### config.mk
export PLATFORM = sky130hd
export DESIGN_NAME = hub75_scan_ctrl
export DESIGN_NICKNAME = d
export VERILOG_FILES = /design/src/rtl/hub75_scan_ctrl.sv
export SDC_FILE = /design/constraint.sdc
export NUM_CORES = 1
export LEC_CHECK = 0
export BUFFER_PORTS_ARGS = -buffer_cell sky130_fd_sc_hd__buf_2
export CAP_MARGIN = 20
export CORE_UTILIZATION = 50
export DETAILED_ROUTE_END_ITERATION = 10
export PLACE_DENSITY = 0.73
export SETUP_SLACK_MARGIN = 0.1
export SLEW_MARGIN = 5
export SYNTH_ARGS = -nofsm -noshare
export SYNTH_HDL_FRONTEND = slang
export SYNTH_SLANG_ARGS = --single-unit
### constraint.sdc
create_clock -name clk -period 3.5 [get_ports clk]
set_clock_uncertainty 0.05 [all_clocks]
set_input_delay 0.35 -clock clk [delete_from_list [all_inputs] [get_ports clk]]
set_output_delay 0.35 -clock clk [all_outputs]
set_load 0.01 [all_outputs]
### src/rtl/hub75_scan_ctrl.sv
// HUB75 scan controller: paces pixel fetch by col/row, shifts six colour bits
// into the panel, then latches the row and shows it for ON_CYCLES cycles.
module hub75_scan_ctrl #(
  parameter int COLS      = 64,
  parameter int HALF_ROWS = 16,
  parameter int ON_CYCLES = 64
) (
  input  logic                         clk,
  input  logic                         rst,
  input  logic                         enable,
  output logic [$clog2(COLS)-1:0]      col,
  output logic [$clog2(HALF_ROWS)-1:0] row,
  input  logic                         R0in,
  input  logic                         G0in,
  input  logic                         B0in,
  input  logic                         R1in,
  input  logic                         G1in,
  input  logic                         B1in,
  output logic                         pan_r0,
  output logic                         pan_g0,
  output logic                         pan_b0,
  output logic                         pan_r1,
  output logic                         pan_g1,
  output logic                         pan_b1,
  output logic                         pan_clk,
  output logic                         pan_lat,
  output logic                         pan_oe_n,
  output logic [$clog2(HALF_ROWS)-1:0] pan_addr,
  output logic                         frame_done
);

  localparam int CW = $clog2(COLS);
  localparam int RW = $clog2(HALF_ROWS);
  localparam int OW = (ON_CYCLES > 1) ? $clog2(ON_CYCLES) : 1;

  localparam logic [2:0] S_IDLE     = 3'd0;
  localparam logic [2:0] S_PREP     = 3'd1;
  localparam logic [2:0] S_SHIFT_LO = 3'd2;
  localparam logic [2:0] S_SHIFT_HI = 3'd3;
  localparam logic [2:0] S_LATCH    = 3'd4;
  localparam logic [2:0] S_DISPLAY  = 3'd5;

  logic [2:0]    state_q, state_d;
  logic [CW-1:0] col_q, col_d;
  logic [CW-1:0] pix_q, pix_d;
  logic [RW-1:0] row_q, row_d;
  logic [RW-1:0] addr_q, addr_d;
  logic [OW-1:0] on_q, on_d;
  logic [5:0]    dat_q, dat_d;
  logic          fd_q, fd_d;
  logic [5:0]    in_bits;

  assign in_bits = {R0in, G0in, B0in, R1in, G1in, B1in};

  always_comb begin
    state_d = state_q;
    col_d   = col_q;
    pix_d   = pix_q;
    row_d   = row_q;
    addr_d  = addr_q;
    on_d    = on_q;
    dat_d   = dat_q;
    fd_d    = 1'b0;
    case (state_q)
      S_IDLE: begin
        col_d = '0;
        row_d = '0;
        if (enable) state_d = S_PREP;
      end
      S_PREP: begin
        dat_d   = in_bits;
        col_d   = CW'(1);
        pix_d   = '0;
        state_d = S_SHIFT_LO;
      end
      S_SHIFT_LO: state_d = S_SHIFT_HI;
      S_SHIFT_HI: begin
        // col runs one ahead of pix so the driver has two cycles per pixel
        if (pix_q == CW'(COLS - 1)) begin
          col_d   = '0;
          state_d = S_LATCH;
        end else begin
          dat_d   = in_bits;
          col_d   = col_q + CW'(1);
          pix_d   = pix_q + CW'(1);
          state_d = S_SHIFT_LO;
        end
      end
      S_LATCH: begin
        addr_d  = row_q;
        on_d    = '0;
        state_d = S_DISPLAY;
      end
      S_DISPLAY: begin
        if (on_q == OW'(ON_CYCLES - 1)) begin
          fd_d  = (row_q == RW'(HALF_ROWS - 1));
          row_d = (row_q == RW'(HALF_ROWS - 1)) ? '0 : row_q + RW'(1);
          if (enable) begin
            state_d = S_PREP;
          end else begin
            state_d = S_IDLE;
            row_d   = '0;
          end
        end else begin
          on_d = on_q + OW'(1);
        end
      end
      default: state_d = S_IDLE;
    endcase
  end

  always_ff @(posedge clk) begin
    if (rst) begin
      state_q <= S_IDLE;
      col_q   <= '0;
      pix_q   <= '0;
      row_q   <= '0;
      addr_q  <= '0;
      on_q    <= '0;
      dat_q   <= '0;
      fd_q    <= 1'b0;
    end else begin
      state_q <= state_d;
      col_q   <= col_d;
      pix_q   <= pix_d;
      row_q   <= row_d;
      addr_q  <= addr_d;
      on_q    <= on_d;
      dat_q   <= dat_d;
      fd_q    <= fd_d;
    end
  end

  assign col        = col_q;
  assign row        = row_q;
  assign pan_addr   = addr_q;
  assign frame_done = fd_q;
  assign {pan_r0, pan_g0, pan_b0, pan_r1, pan_g1, pan_b1} = dat_q;

  // Strobes decode straight from the state register, so lat and OE never overlap
  assign pan_clk  = (state_q == S_SHIFT_HI);
  assign pan_lat  = (state_q == S_LATCH);
  assign pan_oe_n = (state_q != S_DISPLAY);

endmodule
==> metrics.txt, run 1 <==
most frequent cells in the layout=dfxtp_1 (36), buf_2 (32), a21oi_1 (21); Syn-to-layout area delta=13.6%; final setup fails=0; fin cells=275; fillers=280; largest family of logic cells by synthesized area=simple AND/OR/NAND/NOR gates; Post-Synthesis Mean Instance Area=8.41 um^2; synth warn=0; RSZ-0062 raised after global routing=no; path type of the worst setup path=reg -> out; Buffers on Ports=32; worst vdd ir=261 uV; post-layout min period=2230 ps; R2R cell count=5; Seq pwr share=52.5%; DRC=0; sequential area share after synthesis=42.4%; CTS tree=done; Die W=60.3 um; status=completed; number of placement rows=20; Comb pwr share=13.4%; Data required, critical path=3100 ps; hold buffer count at CTS=0; initial antenna violation count=0; Worst slew margin=55.8%; Fmax achieved=448 MHz; Yosys reg bits=36; Resized cells post-CTS=0; Net Sw Power=0.236 mW; vias in the first global route=1379; Async S/R FF share, synth=0%; clk_lat worst skew=350 ps; Die H=60.3 um; initial drt markers=123; Worst Tran Pin Value=660 ps; Final Hold Viols=0; Worst-path clk slew=110 ps; Clock power frac=34.1%; setup tns final=0 ps; DP Worst Slack=1610 ps; DRT antenna net count=0; Routed WL=3.59 mm; Critical Path Start Type=flop; Worst Setup EP=pan_oe_n; CTS Sinks=36; Inserted Clock Buffers=5; share of cells above drive strength 1=18.6%; via/cell ratio=5.82; Post-CTS Setup Bufs=0; slowest stage delay, CP=580 ps; synth unique cells=45; Post-Synthesis Net Count=215; GP Congestion=0.837; Vias=1600; commonest non-fill, non-tap cell in the layout=dfxtp_1; WHS Path Cells=3; switch share=27.8%; Total Nets Final=243; Gate Count Post-Synth=202; Power Dens Cells=440 nW/um^2; pins over their slew limit=0; Mapped Area=1700 um^2; internal power=0.613 mW; hold_ws=177 ps; final worst path period share=63.7%; Cell Chain, Critical Path=nor2b_1, nand2_1, buf_2; P_leak=0.771 nW; initial core utilization=54.3%; FF-to-FF Start=pix_q[0]; final core occ=61.7%; Area after DPL=1850 um^2; CTS H-tree depth=2; R2R Setup Slk=1570 ps; Critical Path Fanout Max=11; core area=3130 um^2; Max Cap Viol=0; Post-Synth XOR/XNOR Area=0.515%; I/O Pins=33; crit path DAT=1830 ps; Final Cell Area=1930 um^2; Primary FF master, synth=dfxtp_1; Post-synth EDFFs=0; TritonRoute pass-1 iters=4; GRT overflow=0; Post-Synth Adder-Cell Area=2.95%; setup slack after layout=1270 ps; PnR Total Power=0.850 mW; Inst Count DP=267; Clock Path Buffers=2; global-route wire length before repair=6.15 mm; DIE AREA=3640 um^2; HP Class=in -> reg; Critical Path Source=state_q[2]; WL per Instance=13.1 um; Critical Path Sink Type=output pin; gr usage total=22.8%; Synth Area in Compound Gates=20.7%; simple-gate share of the synthesized area=26.0%; largest net degree at the start of global routing=37; reg2reg end=col[5]; DP HPWL=2.51 mm; Critical Path Slowest Stage Cell=nor2b_1; n_diodes=0; post-synthesis mux area share=2.36%; Clk Tree Root Cell=clkbuf_4
-- critical path: cells and delay by family (launching register included) --
family,cells,cell delay (ps)
simple gates,2,780
buf+inv,1,180
flops,1,520
-- cells by family (layout without fill, tap and decap cells) --
logic type	after synthesis	in the layout
multiplexers	4	4
adder cells (fa/ha/maj)	4	4
AO/OA/AOI/OAI	56	56
buffers and inverters	18	47
AND/OR/NAND/NOR	83	83
XOR/XNOR	1	1
flip-flops	36	36
-- cells in the mapped netlist (2+ instances only) --
cell type	n	share of area [%]
ha_1	4	2.9
a211oi_1	5	2.2
nor4_1	2	0.74
and3_1	3	1.1
nor3_1	5	1.5
nor3b_1	2	0.88
clkbuf_1	6	1.3
a21oi_1	21	6.2
o21ai_0	9	2.7
a21o_1	3	1.3
nand4b_1	2	1.0
nand4_1	4	1.5
nand3_1	9	2.7
and2_1	2	0.74
buf_2	3	0.88
o31ai_1	2	0.88
buf_6	2	1.3
inv_1	7	1.5
nand2_1	20	4.4
nor2b_1	2	0.74
a31oi_1	4	1.5
or4_1	3	1.3
mux2i_1	4	2.4
o22ai_1	3	1.1
nor2_1	16	3.5
dfxtp_1	36	42
or3_1	3	1.1
nand2b_1	3	1.1
-- flip-flops by register name, indices dropped and copies added, names as in the netlist --
signal / cells
row: 4
dat_q: 6
col: 6
pix_q: 6
state_q: 3
on_q: 6
frame_done: 1
pan_addr: 4
-- layout make-up --
type	instances	area, um^2	share of cell area [%]
multi-input combinational	148	892	46.2
sequential	36	721	37.3
timing repair buffer	32	160	8.30
tap	44	55.1	2.85
clock buffer	6	41.3	2.14
clock inverter	2	35.0	1.81
inverter	7	26.3	1.36
-- metal layers --
layer | vias up | part of all wire [%] | wire length [um] | GRT usage (%)
met5 | - | 0 | 0 | 0
met4 | 0 | 2.2 | 78 | 12.0
met3 | 8 | 5.4 | 195 | 6.06
met2 | 44 | 47 | 1690 | 34.4
met1 | 746 | 45 | 1630 | 29.6
li1 | 802 | - | - | -
-- worst min path at each step --
stage | from | slack [ps] | to
after floorplan | pix_q[4] | 400 | pix_q[4]
after global placement | dat_q[3] | 390 | dat_q[3]
after detailed placement | dat_q[0] | 400 | dat_q[0]
after CTS | R1in | 160 | dat_q[2]
after global routing | B1in | 160 | dat_q[0]
final | B1in | 180 | dat_q[0]
-- power by group through the flow --
stage               clock (mW)  combinational [mW]  sequential, mW
floorplan                    0              0.0971           0.444
global placement             0               0.111           0.453
detailed placement           0               0.113           0.455
CTS                      0.301               0.114           0.446
global route             0.314               0.128           0.450
finish                   0.290               0.114           0.446
(Power assumes the default switching activity.)
==> inputs of run 2 (changes only) <==
--- a/config.mk
+++ b/config.mk
@@ -7,9 +7,9 @@
 export LEC_CHECK = 0
 export BUFFER_PORTS_ARGS = -buffer_cell sky130_fd_sc_hd__buf_2
 export CAP_MARGIN = 20
-export CORE_UTILIZATION = 50
+export CORE_UTILIZATION = 49
 export DETAILED_ROUTE_END_ITERATION = 10
-export PLACE_DENSITY = 0.73
+export PLACE_DENSITY = 0.75
 export SETUP_SLACK_MARGIN = 0.1
 export SLEW_MARGIN = 5
 export SYNTH_ARGS = -nofsm -noshare
==> constraint.sdc (replaced) <==
create_clock -name clk -period 1.8 [get_ports clk]
set_clock_uncertainty 0.05 [all_clocks]
set_input_delay 0.18 -clock clk [delete_from_list [all_inputs] [get_ports clk]]
set_output_delay 0.18 -clock clk [all_outputs]
set_load 0.01 [all_outputs]
==> run 2 against run 1 <==
Compared with the run above:
- via count increased by 3.8%
- critical path depth increased by 2
- clock power increased by 92%
- global-route usage decreased by 0.85 points
- clock-buffer cell count unchanged
- flip-flop and latch count unchanged
- hold slack got worse by 160 ps
- sequential share of layout area decreased by 2.5 points
- first-iteration DRC count decreased by 21%
- critical path type is now reg -> reg
==> metrics.txt, run 2 (synthesis results as in run 1) <==
RSZ-0062 raised after global routing=yes; GP Congestion=0.822; n_diodes=0; TritonRoute pass-1 iters=4; Worst-path clk slew=100 ps; setup tns final=0 ps; P_leak=0.848 nW; Clk Tree Root Cell=clkbuf_4; Die W=60.9 um; clk_lat worst skew=350 ps; number of placement rows=21; path type of the worst setup path=reg -> reg; CTS tree=done; Total Nets Final=258; Buffers on Ports=32; pins over their slew limit=0; Worst slew margin=69.1%; Clock Path Buffers=2; Critical Path Source=on_q[0]; post-layout min period=1650 ps; largest net degree at the start of global routing=36; DRC=0; commonest non-fill, non-tap cell in the layout=buf_2; WL per Instance=13.0 um; global-route wire length before repair=6.06 mm; DIE AREA=3710 um^2; status=completed; Data required, critical path=2040 ps; DP HPWL=2.50 mm; Die H=60.9 um; Inserted Clock Buffers=5; Fmax achieved=606 MHz; worst vdd ir=461 uV; hold_ws=12.8 ps; Critical Path Sink Type=flop; via/cell ratio=5.68; CTS Sinks=36; Routed WL=3.79 mm; initial drt markers=97; Power Dens Cells=815 nW/um^2; Final Hold Viols=0; initial antenna violation count=0; Critical Path Fanout Max=5; R2R Setup Slk=150 ps; CTS H-tree depth=2; Critical Path Start Type=flop; final worst path period share=91.6%; GRT overflow=0; Worst Tran Pin Value=461 ps; DRT antenna net count=0; crit path DAT=1890 ps; Max Cap Viol=0; gr usage total=22.0%; fillers=304; FF-to-FF Start=on_q[0]; final setup fails=0; I/O Pins=33; most frequent cells in the layout=buf_2 (32), dfxtp_1 (29), nand2_1 (20); initial core utilization=50.9%; vias in the first global route=1389; PnR Total Power=1.73 mW; core area=3340 um^2; Vias=1660; Worst Setup EP=row[0]; share of cells above drive strength 1=29.3%; Syn-to-layout area delta=24.6%; reg2reg end=row[0]; R2R cell count=5; HP Class=in -> reg
[run 2: routing by layer]
metal / GRT usage (%) / vias up / wire length (um)
met2: 36.3 / 31 / 1890
met4: 9.09 / 0 / 70
met1: 27.2 / 792 / 1680
li1: - / 828 / -
met5: 0 / - / 0
met3: 5.76 / 9 / 151
[run 2: metrics by stage]
stage	util (%)	area [um^2]	std cells	setup WS [ps]
after floorplan	-	1700	202	131
after global placement	58.2	1940	280	79.3
after detailed placement	58.2	1940	280	34.3
after CTS	62.4	2080	292	104
after global routing	63.4	2120	292	89.0
final	63.4	2120	292	151
[run 2: cell type report]
cell class | instances | area (um^2) | share of cell area (%)
multi-input combinational | 148 | 942 | 44.5
sequential | 36 | 737 | 34.8
timing repair buffer | 47 | 278 | 13.1
tap | 46 | 57.6 | 2.72
clock buffer | 6 | 41.3 | 1.95
clock inverter | 2 | 35.0 | 1.65
inverter | 7 | 26.3 | 1.24
[run 2: what timing repair did]
action,in CTS,in global routing
pin swaps,4,3
hold buffers,2,0
cloned,0,0
hold endpoints to repair,2,0
gates resized for setup,8,14
endpoints found under the setup margin,8,14
buffers inserted,2,0
[run 2: worst max-delay path, stage by stage, from the launching register on]
cell and delay [ps]:
dfxtp_4 390, ha_4 160, nand2_4 60, or2_4 280, or4_1 530, a21oi_2 140
[run 2: worst min path at each step]
| stage | start | to | slack, ps | cells after the start |
|---|---|---|---|---|
| after floorplan | B1in | dat_q[0] | 270 | 2 |
| after global placement | R0in | dat_q[5] | 370 | 3 |
| after detailed placement | G1in | dat_q[1] | 380 | 3 |
| after CTS | R0in | dat_q[5] | 1 | 3 |
| after global routing | R0in | dat_q[5] | 0.5 | 3 |
| final | R0in | dat_q[5] | 10 | 3 |
[run 2: power by group]
group          internal, mW  switching (mW)  leakage, nW
Clock                 0.291           0.267       0.0422
Sequential            0.823          0.0406        0.295
Combinational         0.133           0.171        0.511
Total                  1.25           0.479        0.848
==> inputs of run 3 (changes only) <==
--- a/config.mk
+++ b/config.mk
@@ -10,6 +10,7 @@
 export CORE_UTILIZATION = 49
 export DETAILED_ROUTE_END_ITERATION = 10
 export PLACE_DENSITY = 0.75
+export REMOVE_ABC_BUFFERS = 1
 export SETUP_SLACK_MARGIN = 0.1
 export SLEW_MARGIN = 5
 export SYNTH_ARGS = -nofsm -noshare
==> run 3 against run 2 <==
Compared with the run above:
- die area unchanged
- wire length down 2.1%
- design area up 0.41%
- clock-buffer cell count up 2
- maximum frequency down 3.3%
- register-to-register slack worse by 60 ps
- combinational power up 1%
- critical path type unchanged
- largest power group unchanged
==> metrics.txt, run 3 (synthesis results as in run 1) <==
R2R cell count=4; DRC=0; most frequent cells in the layout=buf_2 (32), dfxtp_1 (30), nand2_1 (20), a21oi_1 (20), buf_4 (20); reg2reg end=row[0]; Critical Path Fanout Max=6; CTS H-tree depth=2; Bufs and invs on worst path=0; DP HPWL=2.55 mm; initial core utilization=50.9%; status=completed; CTS tree=done; global-route wire length before repair=5.69 mm; vias in the first global route=1336; R2R Setup Slk=90 ps; largest net degree at the start of global routing=36; Worst Tran Pin Value=461 ps; Cell Chain, Critical Path=nand3_2, or2_4, or4_4, a21oi_2; Comb pwr share=19.1%; Clock Path Buffers=2; Data required, critical path=2020 ps; CTS Sinks=36; setup tns final=0 ps; Final Cell Area=2130 um^2; share of cells above drive strength 1=30.3%; DIE AREA=3710 um^2; core area=3340 um^2; Clock power frac=27.6%; TritonRoute pass-1 iters=4; slowest stage delay, CP=520 ps; Worst Hold End=dat_q[5]; clk_lat worst skew=330 ps; Power Dens Cells=760 nW/um^2; Inserted Clock Buffers=5; Critical Path Sink Type=flop; crit path DAT=1930 ps; final setup fails=0; HP Start=R0in; Max Cap Viol=0; Fmax achieved=586 MHz; final worst path period share=94.7%; switch share=28.5%; Worst slew margin=69.0%; I/O Pins=33; post-layout min period=1710 ps; DRT antenna net count=0; GP Congestion=0.804; internal power=1.15 mW; Syn-to-layout area delta=25.1%; worst vdd ir=455 uV; PnR Total Power=1.62 mW; RSZ-0062 raised after global routing=yes; n_diodes=0; initial antenna violation count=0; Critical Path Source=on_q[3]; Die H=60.9 um; hold buffer count at CTS=0; HP Class=in -> reg; Critical Path Start Type=flop; via/cell ratio=5.48; number of placement rows=21; Clk Tree Root Cell=clkbuf_4; WHS Path Cells=3; Final Hold Viols=0; GRT overflow=0; Area after DPL=1970 um^2; commonest non-fill, non-tap cell in the layout=buf_2; P_leak=0.863 nW; Vias=1627; Die W=60.9 um; pins over their slew limit=0; FF-to-FF Start=on_q[3]; hold_ws=29.7 ps; gr usage total=20.6%; Buffers on Ports=32; WL per Instance=12.5 um; Total Nets Final=263; Worst-path clk slew=110 ps; Critical Path Slowest Stage Cell=or4_4; Seq pwr share=53.3%; path type of the worst setup path=reg -> reg; initial drt markers=72; Routed WL=3.71 mm; Top Family by Delay on Critical Path=simple AND/OR/NAND/NOR gates; Net Sw Power=0.461 mW
## run 3: metrics by stage
step	utilization, %	cells	setup WS (ps)
6_report	63.7	297	94.9
5_1_grt	63.7	297	58.5
4_1_cts	61.9	295	101
3_5_place_dp	59.0	284	12.0
3_3_place_gp	59.0	284	74.6
2_1_floorplan	-	191	81.7
## run 3: final cells by class
class,count,area [um^2]
Inverter,7,26.3
Tap cell,46,57.6
Clock buffer,8,58.8
Sequential cell,36,733
Fill cell,301,1210
Timing Repair Buffer,52,310
Multi-Input combinational cell,148,940
## run 3: layer usage
| layer | track usage, % | vias to the layer above | part of all wire [%] | wire (um) |
|---|---|---|---|---|
| li1 | - | 834 | - | - |
| met1 | 26.5 | 745 | 47 | 1750 |
| met2 | 33.6 | 41 | 48 | 1770 |
| met3 | 4.48 | 7 | 4.1 | 151 |
| met4 | 8.12 | 0 | 1.2 | 44 |
| met5 | 0 | - | 0 | 0 |
## run 3: worst max path at each step
stage,to,cells after the start
after floorplan,col[5],5
after global placement,row[0],5
after detailed placement,row[2],5
after CTS,col[3],6
after global routing,row[2],5
final,row[0],4
## run 3: worst reg2reg max path, stage by stage (launching register included)
cell	delay, ps
dfxtp_1	450
nand3_2	160
or2_4	300
or4_4	530
a21oi_2	160
## run 3: power by group through the flow
stage / Combinational, mW / Clock (mW) / Sequential [mW]
2_1_floorplan: 0.140 / 0 / 0.882
6_report: 0.308 / 0.447 / 0.861
3_5_place_dp: 0.281 / 0 / 0.876
5_1_grt: 0.338 / 0.497 / 0.867
3_3_place_gp: 0.280 / 0 / 0.876
4_1_cts: 0.301 / 0.457 / 0.859
## run 3: timing repair
item	CTS	global route
gates resized for setup	4	14
pin swaps	3	6
hold endpoints to repair	0	0
buffers inserted	3	2
endpoints found under the setup margin	7	13
